File: src/rtl/lcd_write_arbiter_if.sv
// Bundle of the two requester ports and the LCD controller handshake.
interface lcd_write_arbiter_if;
  logic       iREQ0;
  logic       iRS0;
  logic [7:0] iDATA0;
  logic       oACK0;
  logic       iREQ1;
  logic       iRS1;
  logic [7:0] iDATA1;
  logic       oACK1;
  logic [7:0] oLCD_DATA;
  logic       oLCD_RS;
  logic       oLCD_Start;
  logic       iLCD_Done;
  logic       oBUSY;
  logic       oGRANT;

  // Arbiter side
  modport slave (
    input  iREQ0, iRS0, iDATA0, iREQ1, iRS1, iDATA1, iLCD_Done,
    output oACK0, oACK1, oLCD_DATA, oLCD_RS, oLCD_Start, oBUSY, oGRANT
  );

  // Requester / controller side
  modport master (
    output iREQ0, iRS0, iDATA0, iREQ1, iRS1, iDATA1, iLCD_Done,
    input  oACK0, oACK1, oLCD_DATA, oLCD_RS, oLCD_Start, oBUSY, oGRANT
  );
endinterface

File: src/rtl/lcd_write_arbiter.sv
// Round-robin arbiter sharing one HD44780-style LCD controller between two
// requesters; inserts the LCD execution delay before acknowledging.
module lcd_write_arbiter #(
  parameter int unsigned CNT_W     = 20,
  parameter int unsigned DLY_SHORT = 262142,
  parameter int unsigned DLY_LONG  = 1000000
) (
  input  logic               iCLK,
  input  logic               iRST,
  lcd_write_arbiter_if.slave bus
);

  localparam logic [CNT_W-1:0] SHORT_LD = CNT_W'(DLY_SHORT - 1);
  localparam logic [CNT_W-1:0] LONG_LD  = CNT_W'(DLY_LONG - 1);

  typedef enum logic [1:0] {
    IDLE      = 2'd0,
    WAIT_DONE = 2'd1,
    DELAY     = 2'd2,
    ACK       = 2'd3
  } state_t;

  state_t           state_q, state_d;
  logic [CNT_W-1:0] cnt_q, cnt_d;
  logic [7:0]       data_q, data_d;
  logic             rs_q, rs_d;
  logic             start_q, start_d;
  logic             ack0_q, ack0_d;
  logic             ack1_q, ack1_d;
  logic             busy_q, busy_d;
  logic             grant_q, grant_d;
  logic             last_q, last_d;

  logic             sel_c;
  logic             long_cmd_c;

  // Clear and Home commands need the long execution time.
  assign long_cmd_c = (rs_q == 1'b0) && (data_q[7:2] == 6'd0) && (data_q != 8'h00);

  // Next-state and registered-output logic.
  always_comb begin
    state_d = state_q;
    cnt_d   = cnt_q;
    data_d  = data_q;
    rs_d    = rs_q;
    start_d = start_q;
    grant_d = grant_q;
    last_d  = last_q;
    ack0_d  = 1'b0;
    ack1_d  = 1'b0;
    sel_c   = 1'b0;

    case (state_q)
      IDLE: begin
        if (bus.iREQ0 || bus.iREQ1) begin
          // On a tie the port not served last wins.
          if (bus.iREQ0 && bus.iREQ1) begin
            sel_c = ~last_q;
          end else begin
            sel_c = bus.iREQ1;
          end
          grant_d = sel_c;
          data_d  = sel_c ? bus.iDATA1 : bus.iDATA0;
          rs_d    = sel_c ? bus.iRS1 : bus.iRS0;
          start_d = 1'b1;
          state_d = WAIT_DONE;
        end
      end

      WAIT_DONE: begin
        if (bus.iLCD_Done) begin
          start_d = 1'b0;
          cnt_d   = long_cmd_c ? LONG_LD : SHORT_LD;
          state_d = DELAY;
        end
      end

      DELAY: begin
        if (cnt_q == '0) begin
          ack0_d  = ~grant_q;
          ack1_d  = grant_q;
          state_d = ACK;
        end else begin
          cnt_d = cnt_q - CNT_W'(1);
        end
      end

      ACK: begin
        last_d  = grant_q;
        state_d = IDLE;
      end

      default: begin
        state_d = IDLE;
      end
    endcase

    busy_d = (state_d != IDLE);
  end

  // State and output registers; reset abandons any in-flight byte.
  always_ff @(posedge iCLK or posedge iRST) begin
    if (iRST) begin
      state_q <= IDLE;
      cnt_q   <= '0;
      data_q  <= 8'h00;
      rs_q    <= 1'b0;
      start_q <= 1'b0;
      ack0_q  <= 1'b0;
      ack1_q  <= 1'b0;
      busy_q  <= 1'b0;
      grant_q <= 1'b0;
      last_q  <= 1'b1;
    end else begin
      state_q <= state_d;
      cnt_q   <= cnt_d;
      data_q  <= data_d;
      rs_q    <= rs_d;
      start_q <= start_d;
      ack0_q  <= ack0_d;
      ack1_q  <= ack1_d;
      busy_q  <= busy_d;
      grant_q <= grant_d;
      last_q  <= last_d;
    end
  end

  assign bus.oLCD_DATA  = data_q;
  assign bus.oLCD_RS    = rs_q;
  assign bus.oLCD_Start = start_q;
  assign bus.oACK0      = ack0_q;
  assign bus.oACK1      = ack1_q;
  assign bus.oBUSY      = busy_q;
  assign bus.oGRANT     = grant_q;

endmodule

File: src/flat_wrapper.sv
// flat-port wrapper written by rule: the top's interface ports become plain ports
module lcd_write_arbiter_flat 
#(
  parameter int unsigned CNT_W     = 20,
  parameter int unsigned DLY_SHORT = 262142,
  parameter int unsigned DLY_LONG  = 1000000
)
  (iCLK, iRST, bus_iREQ0, bus_iRS0, bus_iDATA0, bus_iREQ1, bus_iRS1, bus_iDATA1, bus_iLCD_Done, bus_oACK0, bus_oACK1, bus_oLCD_DATA, bus_oLCD_RS, bus_oLCD_Start, bus_oBUSY, bus_oGRANT);
  lcd_write_arbiter_if bus_i ();
  input  logic iCLK;
  input  logic iRST;
  input wire logic [$bits(bus_i.iREQ0)-1:0] bus_iREQ0;
  input wire logic [$bits(bus_i.iRS0)-1:0] bus_iRS0;
  input wire logic [$bits(bus_i.iDATA0)-1:0] bus_iDATA0;
  input wire logic [$bits(bus_i.iREQ1)-1:0] bus_iREQ1;
  input wire logic [$bits(bus_i.iRS1)-1:0] bus_iRS1;
  input wire logic [$bits(bus_i.iDATA1)-1:0] bus_iDATA1;
  input wire logic [$bits(bus_i.iLCD_Done)-1:0] bus_iLCD_Done;
  output wire logic [$bits(bus_i.oACK0)-1:0] bus_oACK0;
  output wire logic [$bits(bus_i.oACK1)-1:0] bus_oACK1;
  output wire logic [$bits(bus_i.oLCD_DATA)-1:0] bus_oLCD_DATA;
  output wire logic [$bits(bus_i.oLCD_RS)-1:0] bus_oLCD_RS;
  output wire logic [$bits(bus_i.oLCD_Start)-1:0] bus_oLCD_Start;
  output wire logic [$bits(bus_i.oBUSY)-1:0] bus_oBUSY;
  output wire logic [$bits(bus_i.oGRANT)-1:0] bus_oGRANT;
  assign bus_i.iREQ0 = bus_iREQ0;
  assign bus_i.iRS0 = bus_iRS0;
  assign bus_i.iDATA0 = bus_iDATA0;
  assign bus_i.iREQ1 = bus_iREQ1;
  assign bus_i.iRS1 = bus_iRS1;
  assign bus_i.iDATA1 = bus_iDATA1;
  assign bus_i.iLCD_Done = bus_iLCD_Done;
  assign bus_oACK0 = bus_i.oACK0;
  assign bus_oACK1 = bus_i.oACK1;
  assign bus_oLCD_DATA = bus_i.oLCD_DATA;
  assign bus_oLCD_RS = bus_i.oLCD_RS;
  assign bus_oLCD_Start = bus_i.oLCD_Start;
  assign bus_oBUSY = bus_i.oBUSY;
  assign bus_oGRANT = bus_i.oGRANT;
  lcd_write_arbiter #(.CNT_W(CNT_W), .DLY_SHORT(DLY_SHORT), .DLY_LONG(DLY_LONG)) u_core (.iCLK(iCLK), .iRST(iRST), .bus(bus_i));
endmodule
File: config.mk
export PLATFORM = sky130hd
export DESIGN_NAME = lcd_write_arbiter_flat
export DESIGN_NICKNAME = d
export VERILOG_FILES = /design/src/rtl/lcd_write_arbiter_if.sv /design/src/rtl/lcd_write_arbiter.sv /design/src/flat_wrapper.sv
export SDC_FILE = /design/constraint.sdc
export NUM_CORES = 1
export LEC_CHECK = 0
export BUFFER_PORTS_ARGS = -buffer_cell sky130_fd_sc_hd__buf_4
export CAP_MARGIN = 20
export CORE_MARGIN = 2
export CORE_UTILIZATION = 45
export CTS_CLUSTER_DIAMETER = 50
export DETAILED_ROUTE_END_ITERATION = 12
export PLACE_DENSITY = 0.67
export SYNTH_ARGS = -nofsm -noshare
export SYNTH_HDL_FRONTEND = slang
export SYNTH_SLANG_ARGS = --single-unit
export TNS_END_PERCENT = 1
File: constraint.sdc
create_clock -name iCLK -period 3.3 [get_ports iCLK]
set_input_delay 0.165 -clock iCLK [delete_from_list [all_inputs] [get_ports iCLK]]
set_output_delay 0.165 -clock iCLK [all_outputs]
set_load 0.005 [all_outputs]
==> run summary, run 1 <==
The sequential fraction of the synthesis area is just under 50%. The detailed-route DRC error count is 0. The post-detailed-route via-to-cell ratio is approximately 5.6. The number of placed cells counting well taps came out at 285. In the global route stage, met1 resource usage came out at 25.6%. For this run, the detailed router's first-pass iteration total came to 4. The starting DRC count in detailed routing came out at 90. The met2 track demand over resource is around 28%. The growth of design area from synthesis to finish is 21.5%. The share of the core filled with cells came out at a little under three fifths. The number of failing setup endpoints in the final timing report came out at 0.

The number of distinct library cells after synthesis is 46. The worst pin sits at a relative slew slack of between 50% and 60%. The remaining number of nets flagged by the antenna check after routing came out at 0. The share of layout cells above drive strength 1 came out at between 20% and 30%.

The proportion of register bits with asynchronous set or reset after synthesis is 100%. The multi-input combinational cell area came out at roughly 920 um^2. The prevailing post-synth register cell is sky130_fd_sc_hd__dfrtp_1. The netlist area before placement is roughly 0.0019 mm^2. The height of the die came out at between 60 and 70 um. In this run the worst path has a maximum fanout of 6. 0 antenna diodes ended up in the layout. The number of sinks driven by the clock tree came out at 37. The die outline area is ~0.0048 mm^2. Gates resized during post-CTS repair numbered 0. At the end of routability-driven placement, the weighted congestion stood at between 0.8 and 0.9. The post-route non-filler standard cell count is about 300. The number of flip-flops and latches in the synthesized netlist is 37. Entering global routing, the biggest net connects 38 pins.

Before CTS, the worst setup slack after placement is 0.650 ns. The cell area after placement came out at 0.00222 mm^2. The number of antenna violations at the first check in global routing came to 0. The initial standard-cell utilization of the core is a little under half.

The number of global-route vias before repair came out at approximately 1.5k. The tool flagged a number of max-cap violations equal to 0. The overall routing resource usage is about 19%. The data required time of the worst path came out at between 3 and 4 ns.

The flow ran to the end, and the final reports show no timing, DRC or antenna violations. The overall power consumption came out at ~1.7 mW. Sorting the synthesized cells by how often they occur yields 36 x sky130_fd_sc_hd__dfrtp_1, 24 x sky130_fd_sc_hd__nand2_1, 24 x sky130_fd_sc_hd__o21ai_0. By area the synthesized netlist is led by sky130_fd_sc_hd__dfrtp_1 47%, sky130_fd_sc_hd__o21ai_0 6.3%, sky130_fd_sc_hd__mux2i_1 4.7%. The achievable frequency is approximately 370 MHz. The number of enable-type register cells in the synthesized netlist came out at 0. The net count of the mapped netlist came out at between 200 and 250. The worst ir drop on vdd came out at a little under 400 uV. The post-route clock skew came out at 0.00606 ns. The max-slew violation count is 0. Data arrives at the worst endpoint at 2.88 ns.

The wire length after detailed routing came out at between 4 and 5 mm. The CTS buffer count is 5. The post-detailed-placement half-perimeter wirelength came out at between 3 and 4 mm. The synthesized design spends more area on one cell type than any other, namely sky130_fd_sc_hd__dfrtp_1. The average routed wire per standard cell came out at about 15 um.

The H-tree was split into 2 levels. Dividing total power by cell area gives a power density of a little over 700 mW/mm^2. The remaining global-route overflow is 0. The worst setup path is captured at a register. Setup repair after global routing left no endpoint under its margin. After synthesis, the mean cell area works out to just over 9 um^2. For this run, the post-layout net count is 268. The first-pass GRT wire length came out at 7.17 mm. The worst reg-to-reg setup slack is 0.61 ns. STA classifies the critical path startpoint as a register. The total number of vias is approximately 1.7k. The critical path class is register to register. The clock tree buffer depth is 2. Across all hold checks on the routed design, the worst slack comes to between 0.08 and 0.09 ns. From left edge to right edge, the die measures 69.2 um.

Of the available clock period, the critical path in the final layout requires about four fifths. The top-level I/O count came out at 37. The clock transition at the registers of the reported paths came out at roughly 0.08 ns. The measured slew at the worst slew-check pin came out at 0.623 ns. Registers take approximately 930 um^2. The number of fill cells in the layout is around 360. After layout, the worst setup slack is approximately 0.6 ns.

For met3 alone, demand over resource in global routing was 4.80%. For this run, the number of Yosys warnings is 0. The shortest clock period the worst path allows after layout is approximately 2.7 ns. Counting every instance in the synthesized netlist gives approximately 200. The class of the most critical hold timing path is input pin to register.

The tree is rooted in a sky130_fd_sc_hd__clkbuf_8. The synthesized design devotes to its leading area cell type a little under half of total area. The TritonCTS clock tree is built. The cell row count came out at 23. The most common cell in the synthesized netlist is sky130_fd_sc_hd__dfrtp_1. The number of buffers added for setup after CTS came out at 0. The count of final hold-check violations came to 0. The later-pin clock latency in the skew report came out at roughly 0.29 ns. After routing the design area is ~0.0023 mm^2. The core footprint came out at between 0.004 and 0.005 mm^2. met2 is the most crowded layer. The count of buffers inserted at the top-level ports came out at 36. Setup total negative slack on the finished layout was measured at 0 ns. The cell leakage power came out at between 0.9 and 1 nW.
-- power breakdown --
group,switching [mW],internal [mW],total (mW)
logic,0.313,0.289,0.602
registers,0.141,0.612,0.754
clock network,0.165,0.149,0.314
-- state kept, by name, indices dropped and copies added (netlist names) --
name                   flops
u_core.bus.oGRANT          1
u_core.bus.oLCD_DATA       8
u_core.cnt_q              20
u_core.bus.oBUSY           1
u_core.bus.oACK0           1
u_core.bus.oLCD_RS         1
u_core.state_q             2
u_core.bus.oACK1           1
u_core.last_q              1
u_core.bus.oLCD_Start      1
-- critical path: stages, from the launching register on --
cell and delay [ns]:
sky130_fd_sc_hd__dfrtp_1 0.43, sky130_fd_sc_hd__inv_1 0.07, sky130_fd_sc_hd__ha_1 0.20, sky130_fd_sc_hd__or3b_2 0.48, sky130_fd_sc_hd__nor4_1 0.58, sky130_fd_sc_hd__nand2_1 0.14
sky130_fd_sc_hd__or4_1 0.42, sky130_fd_sc_hd__a32o_1 0.27
-- placed cells by master (no fill, tap or decap), drive strengths merged, types with 2 or more instances in the layout --
cell and instances:
a211oi 3, a21oi 9, a311oi 3, a31oi 3
buf 40, clkbuf 6, clkinvlp 2, dfrtp 36
inv 5, mux2 2, mux2i 9, nand2 24
nand2b 3, nand3 5, nand3b 2, nand4 2
nor2 17, nor3 6, nor4 5, o211ai 3
o21a 2, o21ai 25, o31a 2, or3 3
or4 7, xor2 2
-- what timing repair did --
| item | in CTS | in global routing |
|---|---|---|
| hold buffers | 1 | 0 |
| endpoints found under the hold margin | 32 | 0 |
| endpoints found under the setup margin | 0 | 0 |
-- worst paths after layout --
kind                       cells past startpoint                     to                  start
setup / recovery                               7       u_core.cnt_q[18]        u_core.cnt_q[0]
hold / removal                                 2      u_core.state_q[0]          bus_iLCD_Done
setup reg to reg                               7       u_core.cnt_q[18]        u_core.cnt_q[0]
hold reg to reg                                2  u_core.bus.oLCD_Start  u_core.bus.oLCD_Start
max in group asynchronous                      4          u_core.last_q                   iRST
min in group asynchronous                      4  u_core.bus.oLCD_Start                   iRST
-- kinds of logic after synthesis --
kind of cell	count (synthesis)	share of synthesized area [%]
AO/OA/AOI/OAI	58	18.9
XOR/XNOR	3	1.37
adder cells (fa/ha/maj)	1	0.653
buffers and inverters	15	3.53
flip-flops	37	48.4
multiplexers	11	5.88
AND/OR/NAND/NOR	81	21.3
-- per-layer routing --
layer,part of all wire [%],wire (um)
met1,48,2100
met2,46,1990
met3,5.1,221
met4,1.0,44
met5,0,0
-- final cells by class --
type	instances	share of cell area, %
repair buffers	41	13.3
inverters	5	0.806
clock inverters	2	0.645
well taps	50	2.69
clock buffers	6	3.12
flip-flops and latches	37	39.8
multi-input cells	154	39.6
(Power assumes the default switching activity.)
==> inputs of run 2 (changes only) <==
- clock period: 3.3 -> 2.5 ns (I/O delays scaled with it)
==> run 2 against run 1 <==
Against the previous run: critical path depth unchanged; register-to-register slack got worse by 0.52 ns; combinational power increased by 37%; hold slack got worse by 0.021 ns; design area increased by 5.0%; largest cell class is now multi-input combinational cells; highest routed layer unchanged; via count increased by 5.4%; clock skew decreased by 0.0018 ns; clock-buffer cell count unchanged; routed wire length increased by 1.1%; first-iteration DRC count increased by 18%.
==> run summary, run 2 (same netlist as run 1, synthesis figures left out) <==
The later-pin clock latency in the skew report is 0.29 ns (about the same). The class of the most critical hold timing path was input pin to register (unchanged). The post-route clock skew came out at 0.00424 ns (was 0.00606 ns). The power density normalized to cell area came out at 959 mW/mm^2 (was 717 mW/mm^2). The core footprint came to 0.00406 mm^2 (unchanged).

The clock transition at the registers of the reported paths came out at 0.08 ns (about the same). The clock tree buffer depth is 2 (unchanged). The biggest cell delay along the critical path was 0.52 ns (was 0.58 ns). The overall power consumption came out at 2.34 mW (was 1.67 mW). The pin count of the biggest net entering global routing was 38 (unchanged).

The type of origin of the critical path is a register (unchanged). The cell leakage power is 1.02 nW (was 0.932 nW). The measured slew at the worst slew-check pin is 0.569 ns (was 0.623 ns). The final weighted congestion in routability-driven placement came out at 0.841 (was 0.873). The number of nets in the finished design came to 277 (was 268). The number of levels the H-tree was split into came out at 2 (unchanged). The first-pass iteration count of the detailed router came out at 4 (unchanged). The share of layout cells above drive strength 1 is 25.2% (was 21.2%). The slowest cell on the critical path is sky130_fd_sc_hd__or3b_2 (was sky130_fd_sc_hd__nor4_1). The TritonCTS clock tree is built (unchanged).

The critical path class was register to register (unchanged). Outcome: finished clean (unchanged). The starting DRC count in detailed routing was 106 (was 90).

Chain of cells forming the critical path: inv_1 -> ha_1 -> or3b_2 -> nor4_4 -> nand2_1 -> or4_1 -> a32o_1 (was inv_1 -> ha_1 -> or3b_2 -> nor4_1 -> nand2_1 -> or4_1 -> a32o_1). The sum of negative setup slack came out at 0 ns (unchanged). The data arrival time of the worst path came out at 2.60 ns (was 2.88 ns).

The total number of vias is 1,743 (was 1,654). The worst slew margin relative to its limit is 62.0% (was 58.1%). The number of violations of the max-capacitance limit came to 0 (unchanged). The detailed-route DRC error count is 0 (unchanged). The number of antenna cells inserted is 0 (unchanged). The number of sinks driven by the clock tree is 37 (unchanged).

The die outline area came to 0.00479 mm^2 (unchanged). The sequential cell area was 928 um^2 (was 927 um^2). The number of fill cells in the layout was 365 (was 361).

The number of global-route vias before repair was 1,683 (was 1,529). The root cell of the clock tree is sky130_fd_sc_hd__clkbuf_8 (unchanged). The count of final hold-check violations is 0 (unchanged).

The average routed wire per standard cell is 14.5 um (was 14.7 um). The maximum fanout along the worst path is 6 (unchanged). The die span in x came out at 69.2 um (unchanged). The number of antenna violations at the first check in global routing came out at 0 (unchanged). The register ranked first by flip-flop count is u_core.cnt_q (unchanged). The initial standard-cell utilization of the core came out at 47.2% (unchanged).

The endpoint class of the critical path is a register (unchanged). The cell row count is 23 (unchanged). The overall routing resource usage came out at 19.8% (was 18.6%). The remaining global-route overflow came out at 0 (unchanged).

The multi-input combinational cell area is 945 um^2 (was 921 um^2). The number of failing setup endpoints in the final timing report came out at 0 (unchanged). The post-detailed-route via-to-cell ratio came out at 5.73 (was 5.61). The count of buffers inserted at the top-level ports is 36 (unchanged). The wire length after detailed routing is 4.40 mm (was 4.35 mm). The shortest clock period the worst path allows after layout came to 2.42 ns (was 2.69 ns).

The CTS buffer count came to 5 (unchanged). The portion of the clock cycle consumed by the worst path in the final layout came out at 96.7% (was 81.6%). The share of the core filled with cells came out at 60.2% (was 57.4%). The max-slew violation count was 0 (unchanged).

The number of flip-flops under the largest register name came to 20 (unchanged). The achievable frequency is 414 MHz (was 371 MHz). The height of the die came out at 69.2 um (unchanged). The post-detailed-placement half-perimeter wirelength is 3.23 mm (was 3.11 mm). The first-pass GRT wire length came out at 7.78 mm (was 7.17 mm). The data required time of the worst path is 2.68 ns (was 3.48 ns).

Unrepaired setup endpoints after global routing: false (unchanged). The remaining number of nets flagged by the antenna check after routing came to 0 (unchanged). The growth of design area from synthesis to finish is 27.6% (was 21.5%). The worst ir drop on vdd is 455 uV (was 397 uV).

The leading cell type in the layout, fill and taps excluded is sky130_fd_sc_hd__buf_4 (unchanged). Commonest cells after routing, fill and taps aside: 49 x sky130_fd_sc_hd__buf_4, 35 x sky130_fd_sc_hd__dfrtp_1, 24 x sky130_fd_sc_hd__nand2_1 (was 40 x sky130_fd_sc_hd__buf_4, 36 x sky130_fd_sc_hd__dfrtp_1, 24 x sky130_fd_sc_hd__nand2_1). The top-level I/O count is 37 (unchanged).
run 2: layout make-up:
cell class,instances,area share (%)
clock buffer,6,2.97
clock inverter,2,1.59
inverter,5,0.768
multi-input combinational,154,38.7
sequential,37,38.0
tap,50,2.56
timing repair buffer,50,15.5
run 2: timing repair:
| action | in CTS | in global routing |
|---|---|---|
| buffers inserted | 0 | 0 |
| hold buffers | 1 | 0 |
| resized for setup | 1 | 4 |
| endpoints found under the setup margin | 1 | 9 |
| endpoints found under the hold margin | 36 | 0 |
run 2: worst paths after layout:
path	from	end	slack [ns]	cells after the start
min in group asynchronous	iRST	u_core.cnt_q[7]	0.50	4
setup reg to reg	u_core.cnt_q[0]	u_core.cnt_q[18]	0.08	7
hold reg to reg	u_core.bus.oLCD_Start	u_core.bus.oLCD_Start	0.49	2
setup / recovery	u_core.cnt_q[0]	u_core.cnt_q[18]	0.08	7
hold / removal	bus_iLCD_Done	u_core.state_q[0]	0.07	2
max in group asynchronous	iRST	u_core.last_q	1.65	4
run 2: layer usage:
metal / vias up / share of wire (%) / track usage, % / wire length, um
met5: - / 0 / 0 / 0
met4: 0 / 0.80 / 5.45 / 35
met3: 4 / 5.8 / 4.80 / 256
met2: 61 / 47 / 30.7 / 2060
met1: 829 / 47 / 27.9 / 2050
li1: 849 / - / - / -
run 2: power breakdown:
part,switching (mW),leakage (nW),internal (mW)
sequential,0.188,0.406,0.809
combinational,0.420,0.559,0.408
clock,0.219,0.0554,0.299
total,0.827,1.02,1.52
run 2: stage by stage:
step / std cells / instance area, um^2 / setup slack (ns) / hold slack, ns
after floorplan: 206 / 1920 / 0.130 / 0.250
after global placement: 294 / 2290 / -0.0305 / 0.270
after detailed placement: 294 / 2290 / -0.0643 / 0.269
after CTS: 303 / 2420 / 0.0329 / 0.0587
after global routing: 304 / 2440 / 0.00747 / 0.0702
final: 304 / 2440 / 0.0837 / 0.0677
run 2: critical path, delay by kind of cell, from the launching register on:
family,cells,cell delay (ns)
and+or+nand+nor,4,1.35
DFF,1,0.44
AOI/OAI and AO/OA,1,0.26
adders and majority gates,1,0.19
buffers and inverters,1,0.07
==> inputs of run 3 (changes only) <==
- ABC_AREA: not set -> 1
- PLACE_DENSITY: 0.67 -> 0.66
==> run 3 against run 2 <==
Against the previous run: combinational power is 48% higher; cell count rose by 31%; clock-buffer cell count is the same; worst setup slack improved by 0.59 ns; via count is 13% higher; synthesized cell count is 47% higher; sequential share of layout area down 2.4 points; clock power about the same; register-to-register slack better by 0.59 ns; first-iteration DRC count up 27%; die area rose by 12%; highest routed layer unchanged; clock skew increased by 0.0022 ns.
==> run summary, run 3 <==
The overall power consumption came out at 2.82 mW (was 2.34 mW). The worst reg-to-reg setup slack came out at 0.67 ns (was 0.08 ns). The sum of negative setup slack is 0 ns (unchanged).

The cell class contributing the biggest share of worst-path delay is simple AND/OR/NAND/NOR gates (unchanged). The type of origin of the critical path was a register (unchanged). The number of violations of the max-capacitance limit is 0 (unchanged). The wire length after detailed routing came out at 4.92 mm (was 4.40 mm). The number of failing setup endpoints in the final timing report was 0 (unchanged). The top-level I/O count was 37 (unchanged). The worst slew margin relative to its limit came out at 70.6% (was 62.0%).

The measured slew at the worst slew-check pin is 0.441 ns (was 0.569 ns). The post-detailed-placement half-perimeter wirelength came out at 3.75 mm (was 3.23 mm). The number of fill cells in the layout is 466 (was 365). The root cell of the clock tree is sky130_fd_sc_hd__clkbuf_8 (unchanged). The achievable frequency came out at 547 MHz (was 414 MHz). The later-pin clock latency in the skew report is 0.29 ns (about the same). The number of cells produced by synthesis came out at 303 (was 206).

The worst reg2reg path endpoint was u_core.cnt_q[0] (was u_core.cnt_q[18]). The end of the worst hold path was u_core.bus.oLCD_RS (was u_core.state_q[0]). The CTS buffer count is 5 (unchanged). The biggest cell delay along the critical path came out at 0.37 ns (was 0.52 ns). The leading cell type in the layout, fill and taps excluded is sky130_fd_sc_hd__nand2_1 (was sky130_fd_sc_hd__buf_4).

The portion of the clock cycle consumed by the worst path in the final layout is 73.1% (was 96.7%). The endpoint class of the critical path is a register (unchanged). Most numerous cell types in the synthesized netlist: 87 x sky130_fd_sc_hd__nand2_1, 46 x sky130_fd_sc_hd__nor2_1, 36 x sky130_fd_sc_hd__dfrtp_1, 36 x sky130_fd_sc_hd__inv_1, 28 x sky130_fd_sc_hd__o21ai_0 (was 36 x sky130_fd_sc_hd__dfrtp_1, 24 x sky130_fd_sc_hd__nand2_1, 24 x sky130_fd_sc_hd__o21ai_0).

The critical path class is register to register (unchanged). The max-slew violation count is 0 (unchanged). The height of the die came out at 73.3 um (was 69.2 um). The overall routing resource usage is 21.1% (was 19.8%).

The synthesized-area fraction occupied by ao, oa, aoi and oai cells is 11.2% (was 18.9%). The combinational family with the most area after synthesis is simple AND/OR/NAND/NOR gates (unchanged). The number of flip-flops and latches in the synthesized netlist is 37 (unchanged). The sequential fraction of the synthesis area came out at 42.9% (was 48.4%). The number of sinks driven by the clock tree is 37 (unchanged). Outcome: finished clean (unchanged). The post-route clock skew is 0.00643 ns (was 0.00424 ns). The clock transition at the registers of the reported paths is 0.08 ns (about the same). Biggest area contributors in the synthesized netlist: sky130_fd_sc_hd__dfrtp_1 42%, sky130_fd_sc_hd__nand2_1 15%, sky130_fd_sc_hd__nor2_1 8.0% (was sky130_fd_sc_hd__dfrtp_1 47%, sky130_fd_sc_hd__o21ai_0 6.3%, sky130_fd_sc_hd__mux2i_1 4.7%). The number of antenna cells inserted is 0 (unchanged). The register ranked first by flip-flop count was u_core.cnt_q (unchanged). The number of cells on the worst hold path is 3 (was 2).

The core footprint came out at 0.00466 mm^2 (was 0.00406 mm^2). The number of nets in the finished design is 368 (was 277). The power density normalized to cell area came to 1080 mW/mm^2 (was 959 mW/mm^2). The library cell with the largest summed area after synthesis is sky130_fd_sc_hd__dfrtp_1 (unchanged). The detailed-route DRC error count is 0 (unchanged).

The count of buffers inserted at the top-level ports came out at 36 (unchanged). The number of global-route vias before repair came out at 1,930 (was 1,683). The die span in x is 73.3 um (was 69.2 um). The critical register-to-register path startpoint is u_core.cnt_q[0] (unchanged). The first-pass GRT wire length came out at 8.65 mm (was 7.78 mm).

The number of enable-type register cells in the synthesized netlist is 0 (unchanged). The prevailing post-synth register cell is sky130_fd_sc_hd__dfrtp_1 (unchanged). The mean instance size in the synthesized netlist came to 7.13 um^2 (was 9.30 um^2). The shortest clock period the worst path allows after layout is 1.83 ns (was 2.42 ns). The die outline area was 0.00537 mm^2 (was 0.00479 mm^2). The initial standard-cell utilization of the core came to 46.3% (was 47.2%). The number of cells on the worst reg-to-reg path is 9 (was 7). The worst ir drop on vdd is 525 uV (was 455 uV). The startpoint of the tightest hold check path is bus_iRS1 (was bus_iLCD_Done).

The proportion of register bits with asynchronous set or reset after synthesis came to 100% (unchanged). The share of layout cells above drive strength 1 is 20.0% (was 25.2%). The netlist area before placement was 0.00216 mm^2 (was 0.00192 mm^2). The cell row count came out at 25 (was 23).

Commonest cells after routing, fill and taps aside: 87 x sky130_fd_sc_hd__nand2_1, 46 x sky130_fd_sc_hd__nor2_1, 40 x sky130_fd_sc_hd__buf_4 (was 49 x sky130_fd_sc_hd__buf_4, 35 x sky130_fd_sc_hd__dfrtp_1, 24 x sky130_fd_sc_hd__nand2_1). The number of distinct library cells after synthesis is 26 (was 46). The data required time of the worst path is 2.68 ns (about the same). The growth of design area from synthesis to finish is 20.6% (was 27.6%).

The adder-cell area share of the yosys netlist was 0.579% (was 0.653%). The area share of the leading cell type in the synthesized netlist is 41.7% (was 47.0%). The net count of the mapped netlist was 327 (was 230). The count of final hold-check violations came out at 0 (unchanged). The class of the most critical hold timing path is input pin to register (unchanged). The cell with the most instances after synthesis was sky130_fd_sc_hd__nand2_1 (was sky130_fd_sc_hd__dfrtp_1).

The buffering stage count on the worst path with inverters included came out at 2 (was 1). The number of placed cells counting well taps was 390 (was 294). The remaining number of nets flagged by the antenna check after routing came out at 0 (unchanged). The total number of vias was 1,974 (was 1,743). The post-detailed-route via-to-cell ratio is 4.95 (was 5.73). The data arrival time of the worst path came out at 2.01 ns (was 2.60 ns). The average routed wire per standard cell is 12.3 um (was 14.5 um).

The xor and xnor area share after synthesis came to 0.406% (was 1.37%). The final weighted congestion in routability-driven placement is 0.967 (was 0.841). The cell leakage power came out at 1.25 nW (was 1.02 nW). The TritonCTS clock tree is built (unchanged).

The maximum fanout along the worst path came out at 24 (was 6). The post-route non-filler standard cell count is 399 (was 304). The number of antenna violations at the first check in global routing came out at 0 (unchanged). The pin count of the biggest net entering global routing is 27 (was 38). The slowest cell on the critical path is sky130_fd_sc_hd__dfrtp_1 (was sky130_fd_sc_hd__or3b_2).

The first-pass iteration count of the detailed router is 4 (unchanged). The clock tree buffer depth was 2 (unchanged). The remaining global-route overflow is 0 (unchanged).

Chain of cells forming the critical path: inv_1 -> ha_1 -> nand3_4 -> nor2_4 -> nand3_2 -> nand2_4 -> nand2_4 -> inv_2 -> a21oi_1 (was inv_1 -> ha_1 -> or3b_2 -> nor4_4 -> nand2_1 -> or4_1 -> a32o_1). The number of flip-flops under the largest register name was 20 (unchanged). By instance count, the cell type seen most on the critical path is sky130_fd_sc_hd__nand2_4. The simple logic cell fraction of the synthesized area is 36.4% (was 21.3%). The number of levels the H-tree was split into is 2 (unchanged). The number of warnings printed during yosys synthesis came to 0 (unchanged).

The starting DRC count in detailed routing is 135 (was 106). The mux cell area share after synthesis is 0% (was 5.88%). Unrepaired setup endpoints after global routing: false (unchanged).
-- run 3: cell count changes in the layout (fill, tap and decap cells not counted), sizes merged, moves of 5 or more --
cell   before  now
buf        49   40
nor4        5    0
nand3       5   27
o21ai      25   35
nor2       17   53
mux2i       9    0
nand2      24   90
inv         5   37
or4         7    0
a21oi       9    3
-- run 3: what timing repair did --
item,CTS,global route
resized for setup,0,0
endpoints found under the setup margin,0,0
hold endpoints to repair,11,0
hold buffers,1,0
buffers inserted,0,0
-- run 3: through the flow --
step	worst slack (ns)	hold WS (ns)	area (um^2)	utilization [%]
detailed placement	0.668	0.153	2480	53.3
CTS	0.651	0.0929	2610	55.9
global placement	0.739	0.152	2480	53.3
floorplan	0.900	0.300	2160	-
finish	0.673	0.101	2610	55.9
global route	0.428	0.110	2610	55.9
-- run 3: how the worst max path moves through the flow --
| stage | startpoint | endpoint | cells after the start |
|---|---|---|---|
| 3_3_place_gp | u_core.cnt_q[0] | u_core.cnt_q[0] | 9 |
| 5_1_grt | u_core.cnt_q[1] | u_core.cnt_q[9] | 10 |
| 4_1_cts | u_core.cnt_q[0] | u_core.cnt_q[0] | 9 |
| 2_1_floorplan | u_core.cnt_q[0] | u_core.cnt_q[17] | 10 |
| 6_report | u_core.cnt_q[0] | u_core.cnt_q[0] | 9 |
| 3_5_place_dp | u_core.cnt_q[0] | u_core.cnt_q[0] | 9 |
-- run 3: cells by family after synthesis --
logic type                 count (synthesis)
AOI/OAI and AO/OA                         42
buffers and inverters                     44
xor gates and xnor gates                   1
and+or+nand+nor                          178
DFF                                       37
adders and majority gates                  1
-- run 3: worst min-delay path, stage by stage --
cell,delay [ns]
sky130_fd_sc_hd__buf_4,0.08
sky130_fd_sc_hd__nor2_1,0.04
sky130_fd_sc_hd__o22ai_1,0.11
-- run 3: layout make-up --
| type | count | area (um^2) | area share [%] |
|---|---|---|---|
| multi-input combinational | 222 | 1050 | 40.3 |
| sequential | 37 | 927 | 35.6 |
| timing repair buffer | 41 | 310 | 11.9 |
| inverter | 37 | 139 | 5.33 |
| clock buffer | 6 | 72.6 | 2.79 |
| tap | 54 | 67.6 | 2.59 |
| clock inverter | 2 | 38.8 | 1.49 |
-- run 3: where the power goes --
part           internal (mW)  switching [mW]
combinational          0.485           0.738
clock                  0.299           0.221
sequential             0.849           0.231
-- run 3: layer usage --
layer	GRT usage (%)	wire, um	vias to the layer above
met2	34.8	2360	43
met5	0	0	-
met1	26.7	2250	885
met3	5.21	241	5
li1	-	-	1041
met4	7.61	74	0
